## src/rtl/imm_pkg.sv

```systemverilog
// imm_pkg: immediate format encodings and opcode fields shared by the decoder and the control unit.
package imm_pkg;
    typedef enum logic [2:0] {
        IMM_I, IMM_S, IMM_B, IMM_U, IMM_J, IMM_SHAMT, IMM_ZIMM, IMM_RSVD
    } imm_src_e;
    localparam logic [6:0] OP_IMM    = 7'b0010011;
    localparam logic [6:0] OP_IMM_32 = 7'b0011011;
    localparam logic [6:0] OP_LOAD   = 7'b0000011;
    localparam logic [6:0] OP_STORE  = 7'b0100011;
    localparam logic [6:0] OP_BRANCH = 7'b1100011;
    localparam logic [6:0] OP_LUI    = 7'b0110111;
    localparam logic [6:0] OP_AUIPC  = 7'b0010111;
    localparam logic [6:0] OP_JAL    = 7'b1101111;
    localparam logic [6:0] OP_JALR   = 7'b1100111;
    localparam logic [6:0] OP_SYSTEM = 7'b1110011;
endpackage

```

## src/rtl/imm_gen_pipe_if.sv

```systemverilog
// imm_gen_pipe_if: upstream valid/ready request and downstream valid/ready result bundle.
interface imm_gen_pipe_if #(parameter int XLEN = 32, parameter int ILEN = 32, parameter int TAG_W = 32);
    logic             in_valid;
    logic             in_ready;
    logic [ILEN-1:0]  instr;
    logic [2:0]       immsrc;
    logic [TAG_W-1:0] tag_in;
    logic             out_valid;
    logic             out_ready;
    logic [XLEN-1:0]  immOp;
    logic [TAG_W-1:0] tag_out;
    logic             imm_err;
    modport master (output in_valid, instr, immsrc, tag_in, out_ready,
                    input  in_ready, out_valid, immOp, tag_out, imm_err);
    modport slave  (input  in_valid, instr, immsrc, tag_in, out_ready,
                    output in_ready, out_valid, immOp, tag_out, imm_err);
endinterface

```

## src/rtl/imm_decode.sv

```systemverilog
// imm_decode: combinational immediate extraction and extension for every RV format.
module imm_decode import imm_pkg::*; #(
    parameter int XLEN = 32,
    parameter int ILEN = 32
) (
    input  logic [ILEN-1:0] instr,
    input  imm_src_e        immsrc,
    output logic [XLEN-1:0] imm,
    output logic            err
);
    logic unused_opcode;
    assign unused_opcode = ^instr[6:0];
    always_comb begin
        imm = '0;
        err = 1'b0;
        case (immsrc)
            IMM_I:     imm = XLEN'($signed(instr[31:20]));
            IMM_S:     imm = XLEN'($signed({instr[31:25], instr[11:7]}));
            IMM_B:     imm = XLEN'($signed({instr[31], instr[7], instr[30:25], instr[11:8], 1'b0}));
            IMM_U:     imm = XLEN'($signed({instr[31:12], 12'b0}));
            IMM_J:     imm = XLEN'($signed({instr[31], instr[19:12], instr[20], instr[30:21], 1'b0}));
            IMM_SHAMT: imm = (XLEN == 64) ? XLEN'(instr[25:20]) : XLEN'(instr[24:20]);
            IMM_ZIMM:  imm = XLEN'(instr[19:15]);
            default:   err = 1'b1;
        endcase
    end
endmodule

```

## src/rtl/imm_gen_pipe.sv

```systemverilog
// imm_gen_pipe: registered immediate generator with a 2-entry skid buffer and flush.
// The skid only fills while the primary is stalled, so in_ready is simply !s_valid.
module imm_gen_pipe import imm_pkg::*; #(
    parameter int XLEN  = 32,
    parameter int ILEN  = 32,
    parameter int TAG_W = 32
) (
    input logic          clk,
    input logic          rst,
    input logic          flush,
    imm_gen_pipe_if.slave bus
);
    logic [XLEN-1:0]  dec_imm, p_imm, s_imm;
    logic             dec_err, p_err, s_err, p_valid, s_valid;
    logic [TAG_W-1:0] p_tag, s_tag;
    logic             in_xfer;

    imm_decode #(.XLEN(XLEN), .ILEN(ILEN)) u_dec (
        .instr  (bus.instr),
        .immsrc (imm_src_e'(bus.immsrc)),
        .imm    (dec_imm),
        .err    (dec_err)
    );

    assign in_xfer       = bus.in_valid && !s_valid;
    assign bus.in_ready  = !s_valid;
    assign bus.out_valid = p_valid;
    assign bus.immOp     = p_imm;
    assign bus.tag_out   = p_tag;
    assign bus.imm_err   = p_err;

    always_ff @(posedge clk) begin
        if (rst) begin
            p_valid <= 1'b0;
            s_valid <= 1'b0;
            p_imm   <= '0;
            p_tag   <= '0;
            p_err   <= 1'b0;
            s_imm   <= '0;
            s_tag   <= '0;
            s_err   <= 1'b0;
        end else if (flush) begin
            p_valid <= 1'b0;
            s_valid <= 1'b0;
        end else if (!p_valid || bus.out_ready) begin
            if (s_valid) begin
                p_valid <= 1'b1;
                p_imm   <= s_imm;
                p_tag   <= s_tag;
                p_err   <= s_err;
                s_valid <= 1'b0;
            end else begin
                p_valid <= in_xfer;
                if (in_xfer) begin
                    p_imm <= dec_imm;
                    p_tag <= bus.tag_in;
                    p_err <= dec_err;
                end
            end
        end else if (in_xfer) begin
            s_valid <= 1'b1;
            s_imm   <= dec_imm;
            s_tag   <= bus.tag_in;
            s_err   <= dec_err;
        end
    end
endmodule

```

## src/flat_wrapper.sv

```systemverilog
// flat-port wrapper written by rule: the top's interface ports become plain ports
module imm_gen_pipe_flat import imm_pkg::*;
#(
    parameter int XLEN  = 32,
    parameter int ILEN  = 32,
    parameter int TAG_W = 32
)
  (clk, rst, flush, bus_in_valid, bus_instr, bus_immsrc, bus_tag_in, bus_out_ready, bus_in_ready, bus_out_valid, bus_immOp, bus_tag_out, bus_imm_err);
  imm_gen_pipe_if #(.XLEN(XLEN), .ILEN(ILEN), .TAG_W(TAG_W)) bus_i ();
  input logic clk;
  input logic rst;
  input logic flush;
  input wire logic [$bits(bus_i.in_valid)-1:0] bus_in_valid;
  input wire logic [$bits(bus_i.instr)-1:0] bus_instr;
  input wire logic [$bits(bus_i.immsrc)-1:0] bus_immsrc;
  input wire logic [$bits(bus_i.tag_in)-1:0] bus_tag_in;
  input wire logic [$bits(bus_i.out_ready)-1:0] bus_out_ready;
  output wire logic [$bits(bus_i.in_ready)-1:0] bus_in_ready;
  output wire logic [$bits(bus_i.out_valid)-1:0] bus_out_valid;
  output wire logic [$bits(bus_i.immOp)-1:0] bus_immOp;
  output wire logic [$bits(bus_i.tag_out)-1:0] bus_tag_out;
  output wire logic [$bits(bus_i.imm_err)-1:0] bus_imm_err;
  assign bus_i.in_valid = bus_in_valid;
  assign bus_i.instr = bus_instr;
  assign bus_i.immsrc = bus_immsrc;
  assign bus_i.tag_in = bus_tag_in;
  assign bus_i.out_ready = bus_out_ready;
  assign bus_in_ready = bus_i.in_ready;
  assign bus_out_valid = bus_i.out_valid;
  assign bus_immOp = bus_i.immOp;
  assign bus_tag_out = bus_i.tag_out;
  assign bus_imm_err = bus_i.imm_err;
  imm_gen_pipe #(.XLEN(XLEN), .ILEN(ILEN), .TAG_W(TAG_W)) u_core (.clk(clk), .rst(rst), .flush(flush), .bus(bus_i));
endmodule
```

## config.mk

```make
export PLATFORM = sky130hd
export DESIGN_NAME = imm_gen_pipe_flat
export DESIGN_NICKNAME = d
export VERILOG_FILES = /design/src/rtl/imm_pkg.sv /design/src/rtl/imm_gen_pipe_if.sv /design/src/rtl/imm_decode.sv /design/src/rtl/imm_gen_pipe.sv /design/src/flat_wrapper.sv
export SDC_FILE = /design/constraint.sdc
export NUM_CORES = 1
export LEC_CHECK = 0
export ABC_CLOCK_PERIOD_IN_PS = 3100
export CORE_MARGIN = 5
export CORE_UTILIZATION = 40
export CTS_BUF_LIST = sky130_fd_sc_hd__clkbuf_8
export CTS_CLUSTER_DIAMETER = 60
export DETAILED_ROUTE_END_ITERATION = 10
export PLACE_DENSITY = 0.76
export SLEW_MARGIN = 25
export SYNTH_ARGS = -nofsm -noshare
export SYNTH_HDL_FRONTEND = slang
export SYNTH_SLANG_ARGS = --single-unit
```

## constraint.sdc

```tcl
create_clock -name clk -period 3.1 [get_ports clk]
set_input_delay 0.62 -clock clk [delete_from_list [all_inputs] [get_ports clk]]
set_output_delay 0.62 -clock clk [all_outputs]
set_load 0.05 [all_outputs]
```

==> results by group <==
Synth
  – Synth Area per Inst: 8.47 um^2
  – Yosys warnings: 0
  – Async SR Flop Fraction: 0%
  – EDFF count, synth: 0
  – Distinct cells, synth: 44
  – Post-synthesis register bit count: 132
  – Syn_nets: 748
  – Mapped Cells: 676
  – Ys flop type: dfxtp_1
  – Post-synthesis sequential area ratio: 46.2%
  – Post-Synthesis Cell Area: 5720 um^2

Routing
  – DR top layer: met4
  – 1st-iter DRT viols: 450
  – Metal1 wirelength: 6.87 mm
  – DR vias/cell: 5.51
  – Routed wire length on met2: 7.65 mm
  – Met3 WL: 916 um
  – DRC: 0
  – Vias: 5352
  – Post-Route WL: 15.9 mm
  – Final ANT Viol Nets: 0
  – First drt pass iteration count: 6
  – Routed wire length per instance: 16.3 um

Floorplan
  – Site Rows: 43
  – Die W: 130 um
  – Core footprint: 13900 um^2
  – Initial core utilization: 41.1%
  – Die Ht: 130 um
  – Ports: 139
  – Die ar.: 16800 um^2

Finish
  – Commonest non-fill, non-tap cell in the layout: dfxtp_1
  – Final core occ: 54.0%
  – Nets@finish: 854
  – Share of layout cells above drive strength 1: 8.47%
  – Diodes inserted: 0
  – Most frequent cells in the layout: 131 x dfxtp_1, 130 x clkdlybuf4s50_1, 89 x nor2_1
  – Final Non-Filler Cells: 971
  – Area growth from synthesis to layout: 31.4%

Power and ir drop
  – Net Sw Frac: 28.5%
  – Logic pwr share: 17.6%
  – Lkg Pwr: 2.56 nW
  – Pint: 2.71 mW
  – Power per standard cell area: 504 nW/um^2
  – Sequential Power Share: 47.2%
  – Pwr Total: 3.79 mW
  – P_sw: 1.08 mW
  – Peak ir drop on the vdd network: 0.278 mV
  – Clk network pwr share: 35.2%

CTS
  – CTS Hold Bufs: 0
  – CTS tree: built
  – Clock sink count: 132
  – CTS root buffer: clkbuf_8
  – Reg clk slew, reported paths: 0.07 ns
  – Worst skew pair latency: 0.43 ns
  – # H-tree levels: 4
  – CTS Buffer Depth: 2
  – Post-CTS sizing: 0
  – TritonCTS Buffers: 17
  – Postcts setup bufs: 0

Place
  – Pre-CTS setup slack: 0.492 ns
  – GP Congestion: 0.832
  – IO buf count: 131
  – Placed Instances: 943
  – DP Wirelength: 10.5 mm

STA
  – Worst Skew: 0.00779 ns
  – Final number of hold-violating endpoints: 0
  – Final min period: 2.52 ns
  – Tightest Pin Transition: 0.851 ns
  – Slew HR: 43.3%
  – Setup TNS Final: 0 ns
  – Fraction of the cycle the final worst path needs: 81.3%
  – Fmax achieved: 397 MHz
  – Setup violators final: 0
  – RSZ-0062 raised after global routing: no
  – Final Max Tran Viols: 0
  – Final setup margin: 0.579 ns

Critical path
  – Worst setup SP type: register
  – CP arrival: 1.90 ns
  – CP required: 2.48 ns
  – Crit end category: output port
  – Critical path class: reg2out
  – Worst-path fanout max: 22

Global route
  – Largest net degree at the start of global routing: 80
  – Vias in the first global route: 4879
  – GRT Total Usage: 19.0%
  – Total gr overflow: 0
  – First-pass GRT wire length: 25.5 mm
  – Antenna violations before repair: 0

Worst hold path
  – Min-delay worst type: reg2reg

Run status
  – Status: completed

Job
  – Max-cap violations: 0
## worst max-delay path: stages (launching register included)
cell and delay, ns:
dfxtp_2 0.64, inv_1 0.11, clkdlybuf4s50_1 0.73
## cells in the mapped netlist, types with 6 or more instances
library cell / count / area share (%)
o21ai_0: 20 / 1.7
nand3b_1: 6 / 0.79
mux2i_1: 39 / 6.8
dfxtp_1: 132 / 46
o21ai_2: 9 / 1.4
buf_2: 17 / 1.5
a211oi_1: 67 / 8.8
nor3_1: 12 / 1.0
nand3_1: 26 / 2.3
a21oi_1: 51 / 4.5
nor2_1: 89 / 5.8
nand2_1: 83 / 5.4
a311oi_1: 7 / 1.1
a22oi_1: 6 / 0.79
o41ai_1: 15 / 2.3
clkbuf_1: 45 / 3.0
## cell type report
cell class,instances,area (um^2)
clock buffer,18,248
clock inverter,10,97.6
fill,1282,6410
inverter,2,7.51
multi-input combinational,474,2800
sequential,132,2640
tap,180,225
timing repair buffer,155,1500
## worst paths after layout
check	startpoint	endpoint	slack (ns)	depth (start not counted)
worst max register to register	u_core.s_valid	u_core.s_imm[24]	1.05	4
worst max-delay path	u_core.s_valid	bus_in_ready	0.58	2
worst min register to register	u_core.s_imm[3]	u_core.s_imm[3]	0.45	2
worst min-delay path	u_core.s_imm[3]	u_core.s_imm[3]	0.45	2
## flip-flops by register name, indices dropped and copies added (netlist names)
name / cells
u_core.bus.out_valid: 1
u_core.s_err: 1
u_core.s_tag: 32
u_core.bus.tag_out: 32
u_core.s_valid: 1
u_core.bus.imm_err: 1
u_core.bus.immOp: 32
u_core.s_imm: 32
## stage by stage
stage / hold slack (ns) / area, um^2
after detailed placement: 0.445 / 7180
after global routing: 0.472 / 7520
after floorplan: 0.433 / 5720
final: 0.452 / 7520
after CTS: 0.455 / 7520
after global placement: 0.441 / 7180
## logic make-up (layout without fill, tap and decap cells)
kind of cell / after synthesis / count (layout) / synth area share [%]
adders and majority gates: 1 / 1 / 0.197
and+or+nand+nor: 246 / 246 / 19.3
muxes: 39 / 39 / 6.82
AOI/OAI and AO/OA: 188 / 188 / 22.4
buffers and inverters: 70 / 185 / 5.16
DFF: 132 / 132 / 46.2
## metal layers
metal	vias up	track usage, %
li1	2638	-
met1	2516	25.1
met2	171	30.0
met3	27	4.04
met4	0	8.25
met5	-	0
## power by group through the flow
stage | combinational [mW] | sequential, mW | clock, mW
5_1_grt | 0.712 | 1.79 | 1.44
6_report | 0.667 | 1.79 | 1.33
3_5_place_dp | 0.667 | 1.83 | 0
3_3_place_gp | 0.663 | 1.83 | 0
2_1_floorplan | 0.224 | 2.00 | 0
4_1_cts | 0.669 | 1.79 | 1.36
No activity file was read; power rests on OpenSTA's default activity.
